File: config.mk
export PLATFORM = sky130hd
export DESIGN_NAME = nand_path_tester
export DESIGN_NICKNAME = d
export VERILOG_FILES = /design/src/rtl/nand_path_pkg.sv /design/src/rtl/nand2x1_sc.sv /design/src/rtl/nand_chain.sv /design/src/rtl/nand_path_tester.sv
export SDC_FILE = /design/constraint.sdc
export NUM_CORES = 1
export LEC_CHECK = 0
export CORE_ASPECT_RATIO = 0.7
export CORE_MARGIN = 3
export CORE_UTILIZATION = 48
export CTS_BUF_LIST = sky130_fd_sc_hd__clkbuf_4 sky130_fd_sc_hd__clkbuf_8 sky130_fd_sc_hd__clkbuf_16
export CTS_CLUSTER_DIAMETER = 150
export DETAILED_ROUTE_END_ITERATION = 16
export GPL_TIMING_DRIVEN = 0
export PLACE_DENSITY_LB_ADDON = 0.3
export SKIP_CTS_REPAIR_TIMING = 1
export SLEW_MARGIN = 20
export SYNTH_ARGS = -nofsm -noshare
export SYNTH_HDL_FRONTEND = slang
export SYNTH_SLANG_ARGS = --single-unit
File: constraint.sdc
create_clock -name clk -period 2.7 [get_ports clk]
set_input_delay 0.405 -clock clk [delete_from_list [all_inputs] [get_ports clk]]
set_output_delay 0.405 -clock clk [all_outputs]
set_load 0.05 [all_outputs]
File: src/rtl/nand_path_pkg.sv
// Shared types and constants for the NAND path tester.
// Imported by nand_chain and nand_path_tester.
package nand_path_pkg;

  typedef enum logic [1:0] {
    S_IDLE,
    S_RUN,
    S_DRAIN,
    S_DONE
  } state_e;

  localparam int          VEC_W        = 16;
  localparam logic [15:0] ERR_MAX      = 16'hFFFF;
  localparam int          DRAIN_CYCLES = 2;

endpackage

File: src/rtl/nand2x1_sc.sv
// Two-input NAND standard cell model.
// Purely combinational; ports follow the cell library naming.
module nand2x1_sc (
  input  logic A,
  input  logic B,
  output logic Y
);

  assign Y = ~(A & B);

endmodule

File: src/rtl/nand_chain.sv
// One lane of DEPTH NAND cells: first stage NAND(a,1),
// later stages NAND(x,x) with both pins on the previous output.
module nand_chain #(
  parameter int DEPTH = 2
) (
  input  logic a_i,
  output logic y_o
);

  logic [DEPTH-1:0] s;

  nand2x1_sc u_st0 (
    .A(a_i),
    .B(1'b1),
    .Y(s[0])
  );

  for (genvar g = 1; g < DEPTH; g++) begin : g_st
    nand2x1_sc u_st (
      .A(s[g-1]),
      .B(s[g-1]),
      .Y(s[g])
    );
  end

  assign y_o = s[DEPTH-1];

endmodule

File: src/rtl/nand_path_tester.sv
// Launches counter patterns into WIDTH NAND chains and checks them.
// Optional NAND_PATH_FAULT_INJ_EN adds inj_mask XORed into the capture.
module nand_path_tester
  import nand_path_pkg::*;
#(
  parameter int WIDTH = 4,
  parameter int DEPTH = 2
) (
  input  logic             clk,
  input  logic             rst,
  input  logic             start,
  input  logic [15:0]      num_vectors,
`ifdef NAND_PATH_FAULT_INJ_EN
  input  logic [WIDTH-1:0] inj_mask,
`endif
  output logic             busy,
  output logic             done,
  output logic [15:0]      err_count,
  output logic [WIDTH-1:0] fail_mask
);

  localparam logic PAR = (DEPTH % 2) == 1;

  state_e           state_q, state_d;
  logic [15:0]      vec_cnt_q, vec_cnt_d;
  logic [15:0]      nvec_q, nvec_d;
  logic [WIDTH-1:0] launch_q, launch_d;
  logic             lval_q, lval_d;
  logic [WIDTH-1:0] cap_q, exp_q;
  logic             cval_q;
  logic [15:0]      err_count_q, err_count_d;
  logic [WIDTH-1:0] fail_q, fail_d;
  logic [1:0]       drain_q, drain_d;
  logic [WIDTH-1:0] pat, chain_y, cap_d, mism;

  for (genvar g = 0; g < WIDTH; g++) begin : g_lane
    assign pat[g] = vec_cnt_q[g % VEC_W];
    nand_chain #(.DEPTH(DEPTH)) u_chain (
      .a_i(launch_q[g]),
      .y_o(chain_y[g])
    );
  end

`ifdef NAND_PATH_FAULT_INJ_EN
  assign cap_d = chain_y ^ inj_mask;
`else
  assign cap_d = chain_y;
`endif

  assign mism = cap_q ^ exp_q;

  // Next-state: FSM sequencing, launch, and compare accumulation.
  always_comb begin
    state_d     = state_q;
    vec_cnt_d   = vec_cnt_q;
    nvec_d      = nvec_q;
    launch_d    = launch_q;
    lval_d      = 1'b0;
    err_count_d = err_count_q;
    fail_d      = fail_q;
    drain_d     = drain_q;
    if (cval_q) begin
      fail_d = fail_q | mism;
      if ((|mism) && (err_count_q != ERR_MAX))
        err_count_d = err_count_q + 16'd1;
    end
    unique case (state_q)
      S_IDLE: begin
        if (start) begin
          vec_cnt_d   = '0;
          err_count_d = '0;
          fail_d      = '0;
          nvec_d      = num_vectors;
          state_d     = (num_vectors == '0) ? S_DONE : S_RUN;
        end
      end
      S_RUN: begin
        launch_d  = pat;
        lval_d    = 1'b1;
        vec_cnt_d = vec_cnt_q + 16'd1;
        if (vec_cnt_q == nvec_q - 16'd1) begin
          state_d = S_DRAIN;
          drain_d = '0;
        end
      end
      S_DRAIN: begin
        drain_d = drain_q + 2'd1;
        if (drain_q == 2'(DRAIN_CYCLES - 1))
          state_d = S_DONE;
      end
      S_DONE: state_d = S_IDLE;
      default: state_d = S_IDLE;
    endcase
  end

  // State and pipeline registers with synchronous reset.
  always_ff @(posedge clk) begin
    if (rst) begin
      state_q     <= S_IDLE;
      vec_cnt_q   <= '0;
      nvec_q      <= '0;
      launch_q    <= '0;
      lval_q      <= 1'b0;
      cap_q       <= '0;
      exp_q       <= '0;
      cval_q      <= 1'b0;
      err_count_q <= '0;
      fail_q      <= '0;
      drain_q     <= '0;
    end else begin
      state_q     <= state_d;
      vec_cnt_q   <= vec_cnt_d;
      nvec_q      <= nvec_d;
      launch_q    <= launch_d;
      lval_q      <= lval_d;
      cap_q       <= cap_d;
      exp_q       <= launch_q ^ {WIDTH{PAR}};
      cval_q      <= lval_q;
      err_count_q <= err_count_d;
      fail_q      <= fail_d;
      drain_q     <= drain_d;
    end
  end

  assign busy      = (state_q == S_RUN) || (state_q == S_DRAIN);
  assign done      = (state_q == S_DONE);
  assign err_count = err_count_q;
  assign fail_mask = fail_q;

endmodule

==> results.cfg <==
[yosys]
synthArstFlopShare = 0
yosysMostFrequentCell = nand2_1
synthDistinctLibCells = 52
yosysTopAreaCell = dfxtp_1
synth_warnings = 0
seq_area_frac_synth = 0.3074
ys_ff_latch = 36
synthCells = 299
synth_edf_count = 0
syn_area_per_cell_um2 = 7.842
synthTopCellsByArea = dfxtp_1, nand2_1, buf_4
netlist_area_um2 = 2345
synth_commonest_cells = nand2_1, dfxtp_1, a21oi_1
synthDominantCellAreaShare = 0.3074
synth_flop_cell = dfxtp_1

[placed_design]
postPlaceCellArea_um2 = 2700
portBuffers = 20
dp_hpwl_mm = 4.402
pre_cts_ws_ns = -0.4375
dp_cells = 404
gp_congestion = 0.8204

[run]
timing.max_cap.violations = 0

[sta]
maxSlewViolCount = 0
skew_ns = 0.002861
rsz0062_at_grt = true
post-route-period-util = 1.044
finalHoldViolCount = 0
setup_violations = 4
min_period_ns = 2.820
clock.fmax_mhz = 354.6
tightest_slew_ns = 0.7475
max_slew_margin = 0.4964
worst_slack_ns = -0.1199

[cells_and_area]
nets = 375
fin_cells = 416
fin_area_um2 = 2947
insertedDiodeCount = 0
n_fill_cell = 380
final_util = 0.6506
multi_input_area_um2 = 1508
syn_to_final_growth_pct = 25.67
seq_area_um2 = 725.7
drive_above_1_share = 0.1686

[clock_tree]
cts_tree = done
htree_levels = 2
clk_pin_slew_ns = 0.07
clockRootBuffer = clkbuf_8
cts_buffer_depth = 2
cts_buffers = 5
cts.sinks = 36
clk_latency_ns = 0.30

[hold_path]
hp-class = register to register
hp-start = nvec_q[1]

[pwr]
p_leak_uw = 0.001202
vdd_drop_max_v = 0.0007954
power.total_uw = 2254
p_per_area_nw_per_um2 = 764.9

[setup_path]
end_kind = register
rr_startpoint = nvec_q[0]
cp-startpoint = nvec_q[0]
start_kind = register
critPathKind = register to register
worst_ep_arrival_time_ns = 3.01
critPathRequiredTime_ns = 2.89
cp_max_fo = 8

[global_routing]
antenna_found_initial = 0
track_usage = 0.2032
grt_pass1_wl_mm = 9.094
grt_max_degree = 12
grt_overflow = 0
grt_pass1_vias = 1930

[status]
violations = setup timing
status = complete, but fails checks

[floorplan]
core_region_area_um2 = 4529
num_io_pins = 41
start_util = 0.5177
fp.dieArea_um2 = 5773
rows = 20
fp.dieH_um = 64.48
die_w_um = 89.54

[routing]
ant_nets = 0
wl_per_cell_um = 13.93
firstDrtPassIters = 4
first_iter_violations = 129
vias = 2164
vias_per_cell = 5.202
drc = 0
routed_wirelength_mm = 5.793
[stage by stage]
stage / TNS, ns / hold slack (ns)
after global placement: -1.251 / 0.4798
after global routing: -0.8885 / 0.5118
final: -0.3963 / 0.4945
after floorplan: 0 / 0.4488
after CTS: -1.672 / 0.5024
after detailed placement: -1.632 / 0.4896
[cells by family after synthesis]
logic type	Yosys count	share of synthesized area
other	1	0.001599
and+or+nand+nor	131	0.2839
adders and majority gates	7	0.03735
buffers and inverters	41	0.1094
AOI/OAI and AO/OA	55	0.1558
DFF	36	0.3074
xor gates and xnor gates	28	0.1046
[worst max-delay path, cell delays in order, from the launching register on]
cell and delay (ns):
dfxtp_2 0.32, buf_6 0.11, inv_4 0.03, ha_4 0.16, buf_8 0.14, xnor2_4 0.12, a221oi_2 0.29, o22ai_1 0.10
or4_1 0.51, a2111o_1 0.49, and2_4 0.23, o221a_4 0.21
[layout by cell type, fill, tap and decap left out, types with 7 or more instances in the layout]
cell and instances:
nand2_1 49, dfxtp_1 34, buf_4 26, a21oi_1 24, nor2_1 21, conb_1 20
clkdlybuf4s50_1 20, xor2_1 18, nor3_1 10, xnor2_1 9, nor4_1 9, inv_1 8
nand3_1 7, clkbuf_8 7
[state kept, by name, summed over array words and instances, names as in the netlist]
signal / cells
vec_cnt_q: 16
nvec_q: 16
drain_q: 2
state_q: 2
[cell type report]
cell class,count,share of cell area
clock buffer,7,0.03270
tap,66,0.02803
clock inverter,1,0.01019
timing repair buffer,25,0.08068
sequential,36,0.2463
inverter,9,0.01231
multi-input combinational,241,0.5117
buffer,31,0.07813
[worst paths after layout]
kind	slack [ns]	end	cells after the start
worst max-delay path	-0.12	state_q[0]	11
worst min register to register	0.49	nvec_q[1]	2
worst max register to register	-0.12	state_q[0]	11
worst min-delay path	0.49	nvec_q[1]	2
[per-layer routing]
| metal | up-vias | GRT usage | part of all wire |
|---|---|---|---|
| li1 | 1116 | - | - |
| met1 | 988 | 0.3015 | 0.51 |
| met2 | 51 | 0.2969 | 0.43 |
| met3 | 9 | 0.04193 | 0.049 |
| met4 | 0 | 0.05204 | 0.012 |
| met5 | - | 0 | 0 |
[power breakdown]
part | total [uW] | internal (uW) | switching, uW | leakage, uW
clock | 532 | 326 | 206 | 0.0000645
combinational | 1050 | 440 | 609 | 0.000843
sequential | 672 | 595 | 77.8 | 0.000294
total | 2250 | 1360 | 893 | 0.00120
Note: power is estimated with default switching activity, not from simulation.
